### src/rtl/uart_rx.sv
// UART receive engine: oversampled start/data/stop deserialiser with a one-entry holding register.
// Optional parity checking is built when UART_RX_PARITY_EN is defined.
module uart_rx #(
   parameter int DATA_W      = 8,
   parameter int SYNC_STAGES = 2
) (
   input  logic              pclk,
   input  logic              prst_n,
   input  logic              apb_en,
   input  logic              apb_bsel,
   input  logic              brg_rx_shift,
   input  logic              rxd,
   input  logic              rx_ready,
   input  logic              ovr_clr,
`ifdef UART_RX_PARITY_EN
   input  logic              apb_pen,
   input  logic              apb_eps,
`endif
   output logic [DATA_W-1:0] rx_data,
   output logic              rx_valid,
   output logic              rx_ferr,
   output logic              rx_ovr,
   output logic              rx_busy
`ifdef UART_RX_PARITY_EN
   ,
   output logic              rx_perr
`endif
);

   typedef enum logic [2:0] {
      ST_IDLE,
      ST_START,
      ST_DATA,
`ifdef UART_RX_PARITY_EN
      ST_PARITY,
`endif
      ST_STOP,
      ST_BREAK
   } state_t;

   localparam logic [2:0] LAST_BIT = 3'(DATA_W - 1);

   state_t                  state;
   logic [3:0]              tick_cnt;
   logic [2:0]              bit_cnt;
   logic [DATA_W-1:0]       shift_reg;
   logic [SYNC_STAGES-1:0]  sync_q;
   logic                    rxd_s;
   logic [3:0]              half_cnt;
   logic [3:0]              last_cnt;
   logic                    bit_end;
   logic                    load_evt;
   logic                    overrun;
`ifdef UART_RX_PARITY_EN
   logic                    par_q;
   logic                    perr_next;
`endif

   // The line idles high, so the synchroniser resets to 1 to avoid a false start bit.
   always_ff @(posedge pclk) begin
      if (!prst_n) begin
         sync_q <= '1;
      end else begin
         sync_q <= {sync_q[SYNC_STAGES-2:0], rxd};
      end
   end

   assign rxd_s = sync_q[SYNC_STAGES-1];

   always_comb begin
      half_cnt = apb_bsel ? 4'd3 : 4'd7;
      last_cnt = apb_bsel ? 4'd7 : 4'd15;
   end

   // ">=" rather than "==" keeps a bsel change mid-frame from wrapping the counter a full turn.
   assign bit_end  = (tick_cnt >= last_cnt);
   assign load_evt = apb_en && brg_rx_shift && (state == ST_STOP) && bit_end;
   assign overrun  = load_evt && rx_valid && !rx_ready;
   assign rx_busy  = (state != ST_IDLE);

`ifdef UART_RX_PARITY_EN
   assign perr_next = apb_pen && (par_q ^ (^shift_reg) ^ ~apb_eps);
`endif

   always_ff @(posedge pclk) begin
      if (!prst_n || !apb_en) begin
         state     <= ST_IDLE;
         tick_cnt  <= 4'd0;
         bit_cnt   <= 3'd0;
         shift_reg <= '0;
`ifdef UART_RX_PARITY_EN
         par_q     <= 1'b0;
`endif
      end else if (brg_rx_shift) begin
         case (state)
            ST_IDLE: begin
               if (!rxd_s) begin
                  state    <= ST_START;
                  tick_cnt <= 4'd0;
               end
            end
            ST_START: begin
               if (tick_cnt >= half_cnt) begin
                  tick_cnt <= 4'd0;
                  bit_cnt  <= 3'd0;
                  state    <= rxd_s ? ST_IDLE : ST_DATA;
               end else begin
                  tick_cnt <= tick_cnt + 4'd1;
               end
            end
            ST_DATA: begin
               if (bit_end) begin
                  tick_cnt  <= 4'd0;
                  shift_reg <= {rxd_s, shift_reg[DATA_W-1:1]};
                  bit_cnt   <= bit_cnt + 3'd1;
                  if (bit_cnt == LAST_BIT) begin
`ifdef UART_RX_PARITY_EN
                     state <= apb_pen ? ST_PARITY : ST_STOP;
`else
                     state <= ST_STOP;
`endif
                  end
               end else begin
                  tick_cnt <= tick_cnt + 4'd1;
               end
            end
`ifdef UART_RX_PARITY_EN
            ST_PARITY: begin
               if (bit_end) begin
                  tick_cnt <= 4'd0;
                  par_q    <= rxd_s;
                  state    <= ST_STOP;
               end else begin
                  tick_cnt <= tick_cnt + 4'd1;
               end
            end
`endif
            ST_STOP: begin
               if (bit_end) begin
                  tick_cnt <= 4'd0;
                  state    <= rxd_s ? ST_IDLE : ST_BREAK;
               end else begin
                  tick_cnt <= tick_cnt + 4'd1;
               end
            end
            ST_BREAK: begin
               if (rxd_s) begin
                  state <= ST_IDLE;
               end
            end
            default: begin
               state    <= ST_IDLE;
               tick_cnt <= 4'd0;
            end
         endcase
      end
   end

   // A new frame only lands in the holding register if it is empty or being popped this cycle.
   always_ff @(posedge pclk) begin
      if (!prst_n) begin
         rx_data  <= '0;
         rx_valid <= 1'b0;
         rx_ferr  <= 1'b0;
         rx_ovr   <= 1'b0;
`ifdef UART_RX_PARITY_EN
         rx_perr  <= 1'b0;
`endif
      end else begin
         if (ovr_clr) begin
            rx_ovr <= 1'b0;
         end
         if (overrun) begin
            rx_ovr <= 1'b1;
         end else if (load_evt) begin
            rx_data  <= shift_reg;
            rx_valid <= 1'b1;
            rx_ferr  <= ~rxd_s;
`ifdef UART_RX_PARITY_EN
            rx_perr  <= perr_next;
`endif
         end else if (rx_valid && rx_ready) begin
            rx_valid <= 1'b0;
         end
      end
   end

endmodule

### config.mk
export PLATFORM = sky130hd
export DESIGN_NAME = uart_rx
export DESIGN_NICKNAME = d
export VERILOG_FILES = /design/src/rtl/uart_rx.sv
export SDC_FILE = /design/constraint.sdc
export NUM_CORES = 1
export LEC_CHECK = 0
export ABC_AREA = 1
export BUFFER_PORTS_ARGS = -buffer_cell sky130_fd_sc_hd__buf_2
export CAP_MARGIN = 15
export CORE_MARGIN = 2
export CORE_UTILIZATION = 45
export DETAILED_ROUTE_END_ITERATION = 10
export GPL_ROUTABILITY_DRIVEN = 0
export HOLD_SLACK_MARGIN = 0.02
export PLACE_DENSITY = 0.66
export SYNTH_ARGS = -nofsm -noshare
export SYNTH_HDL_FRONTEND = slang
export SYNTH_SLANG_ARGS = --single-unit
export TNS_END_PERCENT = 5
### constraint.sdc
create_clock -name pclk -period 3.9 [get_ports pclk]
set_input_delay 0.195 -clock pclk [delete_from_list [all_inputs] [get_ports pclk]]
set_output_delay 0.195 -clock pclk [all_outputs]
set_load 0.02 [all_outputs]
; ---- After elaboration in Yosys (flattened, before gate mapping)
; Index checks and enable logic that the tools add are counted.
[totals]
ff_bits = 31
latchBits = 0
ramBits = 0
mem_bits_ro = 0
in_bits = 8
out_inout_bits = 12
wordCells = 71
n_memories = 0
[classes]
add_sub_neg = 2
mul = 0
div = 0
magnitude_cmp = 2
n_eq_ne = 11
shifts = 0
muxes = 22
n_bitwise = 3
n_reduce_logical = 22
[op_table]
columns = op, count
row1 = $mux 3, 10
row2 = $mux 4, 4
row3 = $pmux 4 s4, 1
row4 = $pmux 3 s5, 1
row5 = $ne 2x2->1 const B, 6
row6 = $reduce_and 7->1, 1
row7 = $eq 3x2->1 const B, 2
row8 = $eq 3x3->1 const B, 2
row9 = $logic_and 1x1->1, 6
row10 = $pmux 3 s2, 1
row11 = $reduce_and 3->1, 2
row12 = $reduce_bool 2->1, 3
row13 = $add 4x1->4 const B, 1
row14 = $ge 4x3->1, 1
row15 = $ge 4x4->1, 1
row16 = $mux 1, 4
row17 = $reduce_and 2->1, 2
row18 = $reduce_and 4->1, 1
row19 = $add 3x1->3 const B, 1
row20 = $eq 3x1->1 const B, 1
row21 = $logic_not 1->1, 3
row22 = $logic_not 3->1, 1
row23 = $not 1->1, 3
row24 = $reduce_bool 3->1, 1
row25 = 3 further kinds, 3

; ---- Longest topological paths before layout
[depth]
word_depth = 7
ltp_mapped = 10
ltp_nobuf = 10

; ---- Worst setup path before layout
; OpenSTA, ideal clock, no wires.
[synth_timing]
kind = reg-to-reg
startpoint = register tick_cnt[3]
endpoint = register shift_reg[0]
setup_time_ns = 0.070
t_arrival_ns = 1.275
required_time_ns = 3.830
slack_ns = 2.556
path_stages_with_launch = 9
path_buffers = 1
period_less_slack_ns = 1.344
path_cell_list = dfxtp_1 ha_1 nand3_1 nand2_2 nand2_1 nor2_2 buf_4 o21ai_0 a21oi_1
[synth_via]
elab_chain_len = 2
[synth_rtl]
columns = item, line
row1 = "start, declared", 44  ; logic [3:0] tick_cnt;
row2 = "start signal, assigned", 108  ; tick_cnt <= tick_cnt + 4'd1;
row3 = "start signal, assigned", 124  ; tick_cnt <= tick_cnt + 4'd1;
row4 = "start signal, assigned", 143  ; tick_cnt <= tick_cnt + 4'd1;
row5 = $ge 4x4->1, 76  ; assign bit_end = (tick_cnt >= last_cnt);
row6 = $reduce_and 3->1 (no source line), -
row7 = "end signal, assigned", 114  ; shift_reg <= {rxd_s, shift_reg[DATA_W-1:1]};
row8 = "end, declared", 46  ; logic [DATA_W-1:0] shift_reg;
; Every way passes these cells.
; A chain may end at the register's enable or synchronous reset.

; ---- Worst setup path in the final report
[layout_timing]
startpoint = register state[1]
endpoint = register rx_data[4]
[layout_via]
elab_chain_len = 7
[layout_rtl]
columns = item, line
row1 = "start, declared", 43  ; state_t state;
row2 = "start signal, assigned", 106  ; state <= rxd_s ? ST_IDLE : ST_DATA;
row3 = "start signal, assigned", 141  ; state <= rxd_s ? ST_IDLE : ST_BREAK;
row4 = $eq 3x2->1 *, 77  ; assign load_evt = apb_en && brg_rx_shift && (state == ST_STOP) && bit_end;
row5 = $logic_and 1x1->1 * (2 in a row), 77
row6 = $logic_and 1x1->1 (2 in a row), 78  ; assign overrun = load_evt && rx_valid && !rx_ready;
row7 = $not 1->1 (no source line), -
row8 = $reduce_and 2->1 (no source line) *, -
row9 = "end signal, assigned", 176  ; rx_data <= shift_reg;
row10 = "end, declared", 19  ; output logic [DATA_W-1:0] rx_data,
; Mark *: on every way between the ends. The rest lies on a longest branch, timed or not.

==> flow_summary.toml <==
[status]
run_status = "complete, no violations"

[placed_design]
place_area_mm2 = 0.00152
place_inst = 243
io_buffers = 19
dpl.hpwl_um = 2160

[global_routing]
grt_pass1_wl_um = 5020
grt_pass1_vias = 1120
grt_usage_pct = 19.1
grt_max_degree = 16
grt_overflow = 0
antenna_found_initial = 0

[detailed_routing]
vias_per_cell = 5.03
post_drt_wl_per_cell_um = 11.8
ant_nets = 0
vias = 1263
wl_met2_um = 1270
route.detailed.drc = 0
wirelength_met1_um = 1430
wl_um = 2950
routed.top_layer = "met4"
met3_length_um = 186
drt-initial-drc-count = 87
drt_first_pass_iters = 4

[timing]
post-route-min-period_ns = 1.83
rsz0062_at_grt = "no"
timing.hold.ws_ns = 0.0296
worstMarginPinSlew_ns = 0.603
period_share_pct = 47.0
setup_violations = 0
hold_viol_final = 0
clock.fmax_ghz = 0.545
clock_skew_ns = 0.00397
finalMaxSlewViolations = 0
tns_ns = 0
max_slew_margin_pct = 59.6

[worst_hold_path]
hold_depth = 2
hold_path.startpoint = "rxd"
hold-path-endpoint = "sync_q[0]$_SDFF_PN1_"
holdCritPathClass = "input pin to register"

[yosys]
syn-cell-area_mm2 = 0.00144
avgSynthCellArea_um2 = 7.67
yosysTopAreaCellShare_pct = 43.2
yosysMostFrequentCell = "nand2_1"
ys_ff_latch = 31
synth_flop_cell = "dfxtp_1"
yosysTopAreaCell = "dfxtp_1"
syn-num-nets = 200
synthTopCellsByCount = "nand2_1, dfxtp_1, a21oi_1"
seq_area_frac_synth_pct = 43.2
ys_warn_count = 0
synthArstFlopShare_pct = 0
synth_cell_types = 24
synth_cells = 187
synth-edff-count = 0
synth.area.top_cells = "dfxtp_1, nand2_1, a21oi_1, o21ai_0, inv_1"

[finish]
final_util_pct = 52.5
fillCellCount = 316
antennaDiodeCount = 0
area_delta_synth_final_pct = 11.6
stdcell_count = 251
nets = 219
drive_gt1_share_pct = 18.8
final_area_mm2 = 0.00160

[clock_tree]
post_cts_buffers = 0
cts_max_path_buffers = 2
clk_latency_ns = 0.34
cts-htree-levels = 2
clock-sinks = 31
cts-resized-gates = 0
root_buffer = "clkbuf_4"
clk_pin_slew_ns = 0.10
holdBufCountCts = 0
numCtsBuffers = 5
cts_tree = "built"

[die]
ioPinCount = 20
core-area_mm2 = 0.00305
start_util_pct = 47.0
die_y_um = 60.5
fp.dieW_um = 60.5
die_area_mm2 = 0.00366
num_rows = 20

[setup_path]
cp_max_fo = 11
worstRegToRegCells = 5
arrival_ns = 2.05
path_class = "register to register"
reg2reg_setup_slack_ns = 2.07
critPathRequiredTime_ns = 4.12
critPathCaptureType = "register"
setup.worst_path.start_class = "register"
timing.rr.start = "state[1]$_SDFFE_PP0P_"
path_cells = "inv_2, nor3_2, nand3_2, nand2_1, a21oi_1"
cp_slowest_cell = "nor3_2"
r2r-end = "rx_data[4]$_SDFFE_PN0P_"
cp_slowest_stage_delay_ns = 0.54

[power]
p_per_area_mw_per_mm2 = 385
irDropWorstVdd_uv = 217
power.leakage_uw = 0.000679

[job]
max_cap_violations = 0
[worst max path at each step]
stage / from / to / slack [ns] / cells past startpoint
6_report: state[1]$_SDFFE_PP0P_ / rx_data[4]$_SDFFE_PN0P_ / 2.07 / 5
5_1_grt: state[1]$_SDFFE_PP0P_ / rx_data[4]$_SDFFE_PN0P_ / 1.87 / 5
4_1_cts: state[1]$_SDFFE_PP0P_ / rx_data[4]$_SDFFE_PN0P_ / 2.06 / 5
3_5_place_dp: state[1]$_SDFFE_PP0P_ / rx_data[4]$_SDFFE_PN0P_ / 2.07 / 5
3_3_place_gp: state[1]$_SDFFE_PP0P_ / rx_data[7]$_SDFFE_PN0P_ / 2.13 / 5
2_1_floorplan: tick_cnt[3]$_SDFFE_PP0P_ / shift_reg[0]$_SDFFE_PP0P_ / 2.56 / 8
[logic make-up (layout without fill, tap and decap cells)]
logic type      Yosys count  after routing  synth area share (%)
compound gates           39             39                  13.9
xor+xnor                  1              1                 0.610
fa+ha+maj                 5              5                  4.36
buf+inv                  25             45                  9.59
flops                    31             31                  43.2
simple gates             86             86                  28.3
[final cells by class]
class | count | area [µm²] | share of cell area (%)
Clock buffer | 6 | 51.3 | 3.20
Inverter | 18 | 67.6 | 4.22
Clock inverter | 2 | 35.0 | 2.19
Multi-Input combinational cell | 131 | 677 | 42.3
Sequential cell | 31 | 621 | 38.7
Timing Repair Buffer | 19 | 95.1 | 5.94
Tap cell | 44 | 55.1 | 3.44
[routing by layer]
metal,up-vias,track usage (%)
li1,659,-
met1,559,26.0
met2,39,28.1
met3,6,5.76
met4,0,8.39
met5,-,0
[metrics by stage]
| step | total power [µW] | setup slack (ns) |
|---|---|---|
| CTS | 624 | 2.06 |
| finish | 617 | 2.07 |
| global route | 639 | 1.87 |
| global placement | 357 | 2.13 |
| detailed placement | 358 | 2.07 |
| floorplan | 350 | 2.56 |
[report_power, final]
group	leakage (µW)	total (µW)	internal [µW]	switching [µW]
Sequential	0.000250	321	318	2.41
Combinational	0.000380	30.7	9.86	20.8
Clock	0.0000482	266	151	115
Total	0.000679	617	479	138
[placed cells by master (no fill, tap or decap), drive strengths merged, types with 6 or more instances in the layout]
master / count
a21oi: 25
buf: 19
clkbuf: 6
dfxtp: 31
inv: 18
nand2: 39
nand3: 13
nand4: 11
nor2: 20
o21ai: 14
[worst max-delay path, delay by kind of cell, from the launching register on]
kind	cells	cell delay [ns]
simple gates	3	1.03
flops	1	0.50
buf+inv	1	0.11
compound gates	1	0.07
(Power assumes the default switching activity.)
